===== config.mk =====
export PLATFORM = sky130hd
export DESIGN_NAME = regfile_wb_arbiter
export DESIGN_NICKNAME = d
export VERILOG_FILES = /design/src/rtl/regfile_pkg.sv /design/src/rtl/regfile_wb_arbiter_rr_arb2.sv /design/src/rtl/regfile_wb_arbiter.sv
export SDC_FILE = /design/constraint.sdc
export NUM_CORES = 1
export LEC_CHECK = 0
export ABC_CLOCK_PERIOD_IN_PS = 2000
export CORE_UTILIZATION = 26
export DETAILED_ROUTE_END_ITERATION = 8
export DONT_BUFFER_PORTS = 1
export HOLD_SLACK_MARGIN = 0.12
export PLACE_DENSITY = 0.47
export SYNTH_ARGS = -nofsm -noshare
export SYNTH_HDL_FRONTEND = slang
export SYNTH_SLANG_ARGS = --single-unit

===== constraint.sdc =====
create_clock -name clk -period 2 [get_ports clk]
set_input_delay 0.4 -clock clk [delete_from_list [all_inputs] [get_ports clk]]
set_output_delay 0.4 -clock clk [all_outputs]
set_load 0.005 [all_outputs]

===== src/rtl/regfile_pkg.sv =====
// Shared constants and types for the register-file writeback arbiter.
// Grant ids double as bit positions in the arbiter's req/gnt vectors.
package regfile_pkg;

  localparam int XLEN       = 32;
  localparam int REG_ADDR_W = 5;
  localparam int NUM_REGS   = 2 ** REG_ADDR_W;

  localparam int REQ_A = 0;
  localparam int REQ_B = 1;

  typedef enum logic {
    GNT_A = 1'b0,
    GNT_B = 1'b1
  } gnt_id_e;

endpackage


===== src/rtl/regfile_wb_arbiter_rr_arb2.sv =====
// Two-input writeback arbiter, round-robin or fixed A-over-B priority.
// last_grant moves only when both requesters compete.
module rr_arb2
  import regfile_pkg::*;
(
  input  logic       clk,
  input  logic       rst,
  input  logic [1:0] req,
  input  logic       en,
  input  logic       rr_enable,
  output logic [1:0] gnt
);

  gnt_id_e last_q;
  gnt_id_e last_d;

  always_comb begin
    gnt    = 2'b00;
    last_d = last_q;
    if (en) begin
      unique case (1'b1)
        (req == 2'b11): begin
          if (rr_enable && last_q == GNT_A) begin
            gnt[REQ_B] = 1'b1;
            last_d     = GNT_B;
          end else begin
            gnt[REQ_A] = 1'b1;
            last_d     = GNT_A;
          end
        end
        (req == 2'b01): gnt[REQ_A] = 1'b1;
        (req == 2'b10): gnt[REQ_B] = 1'b1;
        default:        gnt = 2'b00;
      endcase
    end
  end

  always_ff @(posedge clk) begin
    if (rst) last_q <= GNT_B;
    else     last_q <= last_d;
  end

endmodule


===== src/rtl/regfile_wb_arbiter.sv =====
// Shares the register-file write port between ALU (A) and load (B).
// One-entry writeback stage, bypass export and event counters.
module regfile_wb_arbiter #(
  parameter int XLEN       = regfile_pkg::XLEN,
  parameter int REG_ADDR_W = regfile_pkg::REG_ADDR_W,
  parameter int RR_ENABLE  = 1
) (
  input  logic                     clk,
  input  logic                     rst,
  input  logic                     a_valid,
  output logic                     a_ready,
  input  logic [REG_ADDR_W-1:0]    a_rd,
  input  logic [XLEN-1:0]          a_data,
  input  logic                     b_valid,
  output logic                     b_ready,
  input  logic [REG_ADDR_W-1:0]    b_rd,
  input  logic [XLEN-1:0]          b_data,
  input  logic                     wb_hold,
  output logic [REG_ADDR_W-1:0]    rd,
  output logic [XLEN-1:0]          write_data,
  output logic                     write_enable,
  output logic                     fwd_valid,
  output logic [REG_ADDR_W-1:0]    fwd_rd,
  output logic [XLEN-1:0]          fwd_data,
  output logic [2**REG_ADDR_W-1:0] pending_mask,
  output logic [31:0]              write_count,
  output logic [31:0]              conflict_count
);

  import regfile_pkg::*;

  logic [1:0]            gnt;
  logic                  valid_q, valid_d;
  logic [REG_ADDR_W-1:0] rd_q, rd_d;
  logic [XLEN-1:0]       data_q, data_d;
  logic [31:0]           wcnt_q, wcnt_d;
  logic [31:0]           ccnt_q, ccnt_d;
  logic [REG_ADDR_W-1:0] sel_rd;
  logic [XLEN-1:0]       sel_data;

  // Reset also blocks acceptance so nothing slips in while rst is high.
  rr_arb2 u_arb (
    .clk       (clk),
    .rst       (rst),
    .req       ({b_valid, a_valid}),
    .en        (!wb_hold && !rst),
    .rr_enable (RR_ENABLE != 0),
    .gnt       (gnt)
  );

  assign a_ready = gnt[REQ_A];
  assign b_ready = gnt[REQ_B];

  always_comb begin
    sel_rd   = a_rd;
    sel_data = a_data;
    if (gnt[REQ_B]) begin
      sel_rd   = b_rd;
      sel_data = b_data;
    end
  end

  always_comb begin
    valid_d = (|gnt) && (sel_rd != '0);
    rd_d    = valid_d ? sel_rd : rd_q;
    data_d  = valid_d ? sel_data : data_q;
    wcnt_d  = wcnt_q + 32'(valid_q);
    ccnt_d  = ccnt_q + 32'(a_valid && b_valid && !wb_hold);
  end

  always_ff @(posedge clk) begin
    if (rst) begin
      valid_q <= 1'b0;
      rd_q    <= '0;
      data_q  <= '0;
      wcnt_q  <= '0;
      ccnt_q  <= '0;
    end else begin
      valid_q <= valid_d;
      rd_q    <= rd_d;
      data_q  <= data_d;
      wcnt_q  <= wcnt_d;
      ccnt_q  <= ccnt_d;
    end
  end

  always_comb begin
    pending_mask = '0;
    if (valid_q) pending_mask[rd_q] = 1'b1;
  end

  assign rd             = rd_q;
  assign write_data     = data_q;
  assign write_enable   = valid_q;
  assign fwd_valid      = valid_q;
  assign fwd_rd         = rd_q;
  assign fwd_data       = data_q;
  assign write_count    = wcnt_q;
  assign conflict_count = ccnt_q;

endmodule


==> flow_summary.toml <==
[floorplan]
die_y_um = 144.5
start_util = 0.2679
die_w_um = 144.5
coreArea_mm2 = 0.01972
fp.dieArea_mm2 = 0.02089
ioPinCount = 253
rows = 51

[placed_design]
dpl_cell_area_mm2 = 0.005426
routabilityCongestion = 0.7642
dpl.cell_count = 868
post-dp-hpwl_um = 11310
dp_slack_ps = 14.03
port_buffers = 0

[drt]
ant_nets = 0
dr.pass1.iters = 4
drc = 0
vias = 4789
routed_via_density = 5.405
totalWireLength_um = 16440
avgRoutedWirePerCell_um = 18.56
dr.first_iter.drc_count = 253

[worst_setup_path]
crit_type = "reg -> out"
crit_fanout = 37
crit_path_end_kind = "primary output"
worstSetupStartpointType = "flop"
r2r_start = "conflict_count[17]$_SDFF_PP0_"
arrival_ps = 1520
worstRegToRegCells = 4
reg2reg_slack_ps = 130
cp_data_required_time_ps = 1600
worstSetupStartpoint = "u_arb.last_q$_SDFFE_PP1P_"
timing.rr.end = "conflict_count[29]$_SDFF_PP0_"
endpoint = "b_ready"

[outcome]
outcome = "finished clean"

[finish]
n_antenna_cell = 0
final_area_mm2 = 0.005772
drive_gt1_frac = 0.1079
layout.nets = 699
final_core_util = 0.2927
syn_to_final_growth_pct = 9.261
layoutNonFillerInstCount = 886

[cts]
cts.sink_count = 103
clockBufferDepth = 2
cts_tree = "built"
root_buffer = "clkbuf_16"
h-tree-depth = 3
cts_buffers = 9
post_cts_buffers = 0
clkTransAtPathRegs_ps = 80
insertion_delay_ps = 350

[timing]
hold_viol = 0
max_freq_ghz = 0.5212
relSlewSlack = 0.2887
timing.hold.ws_ps = 147.6
rsz0062_at_grt = "no"
worst_pin_slew_ps = 1063
final_max_slew_viol_count = 0
period_minus_slack_ps = 1919
setup_tns_ps = 0
worst_slack_ps = 81.29
setup_violations = 0
clock_skew_ps = 8.115
fin_crit_sh = 0.9594

[logic_synthesis]
synthArstFlopShare = 0
synth_edf_count = 0
ys_warn_count = 0
synth_flop_cell = "dfxtp_1"
syn_area_per_cell_um2 = 8.053
synth_cell_types = 40
ys_seq_elements = 103
ys_seq_area_frac = 0.3903
syn_inst = 656
syn_nets = 739
synth.cell_area_mm2 = 0.005283

[power_and_ir_drop]
leakage_nw = 1.898
powerDensity_mw_per_mm2 = 740.3
ir_drop_v = 0.0004040
p_total_mw = 4.273

[global_route]
grt_use_total = 0.1504
antenna_found_initial = 0
grt_max_degree = 75
grt_pass1_wl_um = 24010
grt_pass1_vias = 4374
grt-ovfl-total = 0

[hold_path]
hp-class = "in -> reg"

[run]
drv_cap = 0
==> registers in the layout (all words and copies together), names as in the netlist <==
signal          count
conflict_count     32
fwd_data           32
write_count        32
fwd_rd              5
fwd_valid           1
u_arb.last_q        1
==> final cells by class <==
| cell class | instances | area [um^2] |
|---|---|---|
| clock buffers | 11 | 252.7 |
| clock inverters | 5 | 47.55 |
| fillers | 2096 | 13950 |
| inverters | 10 | 37.54 |
| multi-input cells | 453 | 2683 |
| flip-flops and latches | 103 | 2067 |
| well taps | 265 | 331.6 |
| repair buffers | 39 | 352.8 |
==> repair_timing <==
item,4_1_cts,5_1_grt
hold buffers,2,0
endpoints found under the hold margin,74,0
endpoints found under the setup margin,11,1
gates resized for setup,3,1
==> worst max-delay path, stage by stage, from the launching register on <==
cell and delay (ps):
dfxtp_1 360, a211oi_1 280, buf_4 180, nand2_1 80
inv_2 70, buf_12 190
==> cells in the final DEF (no fill, tap or decap), types with 18 or more instances in the layout <==
cell / netlist / layout
nand3_1: 21 / 21
nand4_1: 18 / 18
nand2_1: 91 / 91
nor2_1: 65 / 65
xor2_1: 18 / 18
a21oi_1: 33 / 33
buf_4: 38 / 34
dfxtp_1: 103 / 101
o31ai_1: 25 / 25
a31oi_1: 36 / 36
or4_1: 25 / 25
a311oi_1: 36 / 36
==> cells in the mapped netlist (2+ instances only) <==
library cell,n,share of area
a21oi_1,33,0.031
a311oi_1,36,0.060
a31oi_1,36,0.043
and2_1,6,0.0071
and3_1,5,0.0059
and4_1,8,0.013
buf_1,6,0.0043
buf_2,12,0.011
buf_4,38,0.054
clkbuf_1,33,0.023
dfxtp_1,103,0.39
ha_1,4,0.0095
inv_1,9,0.0064
mux2_2,5,0.011
nand2_1,91,0.065
nand2b_1,2,0.0024
nand3_1,21,0.020
nand3b_1,5,0.0071
nand4_1,18,0.021
nor2_1,65,0.046
nor2b_1,9,0.011
nor3_1,2,0.0019
nor4_1,5,0.0059
o21ai_0,9,0.0085
o31ai_1,25,0.036
or3_1,9,0.011
or3b_2,3,0.0050
or4_1,25,0.036
xnor2_1,5,0.0083
xor2_1,18,0.030
==> report_power, final <==
part / leakage (nW) / internal, mW / total, mW / switching (mW)
clock network: 0.146 / 0.939 / 1.81 / 0.872
logic: 0.915 / 0.105 / 0.268 / 0.163
registers: 0.837 / 2.10 / 2.19 / 0.0895
total: 1.90 / 3.15 / 4.27 / 1.12
==> worst min-delay path by stage <==
| stage | startpoint | depth (start not counted) | to | slack, ps |
|---|---|---|---|---|
| 2_1_floorplan | conflict_count[31]$_SDFF_PP0_ | 2 | conflict_count[31]$_SDFF_PP0_ | 470 |
| 4_1_cts | rst | 1 | u_arb.last_q$_SDFFE_PP1P_ | 130 |
| 5_1_grt | rst | 1 | u_arb.last_q$_SDFFE_PP1P_ | 130 |
| 6_report | rst | 1 | u_arb.last_q$_SDFFE_PP1P_ | 150 |
| 3_3_place_gp | conflict_count[31]$_SDFF_PP0_ | 2 | conflict_count[31]$_SDFF_PP0_ | 480 |
| 3_5_place_dp | rst | 1 | fwd_data[19]$_SDFFE_PP0P_ | 480 |
==> logic make-up after synthesis <==
logic type,share of synthesized area
fa+ha+maj,0.009475
xor+xnor,0.03813
flops,0.3903
buf+inv,0.1023
simple gates,0.2620
mux,0.01066
compound gates,0.1871
==> routing by layer <==
metal / track usage / vias to the layer above / wire length [um]
met2: 0.2523 / 218 / 7809
met1: 0.1770 / 2281 / 6889
li1: - / 2276 / -
met4: 0.05042 / 0 / 217
met5: 0 / - / 0
met3: 0.05331 / 14 / 1527
(Power assumes the default switching activity.)
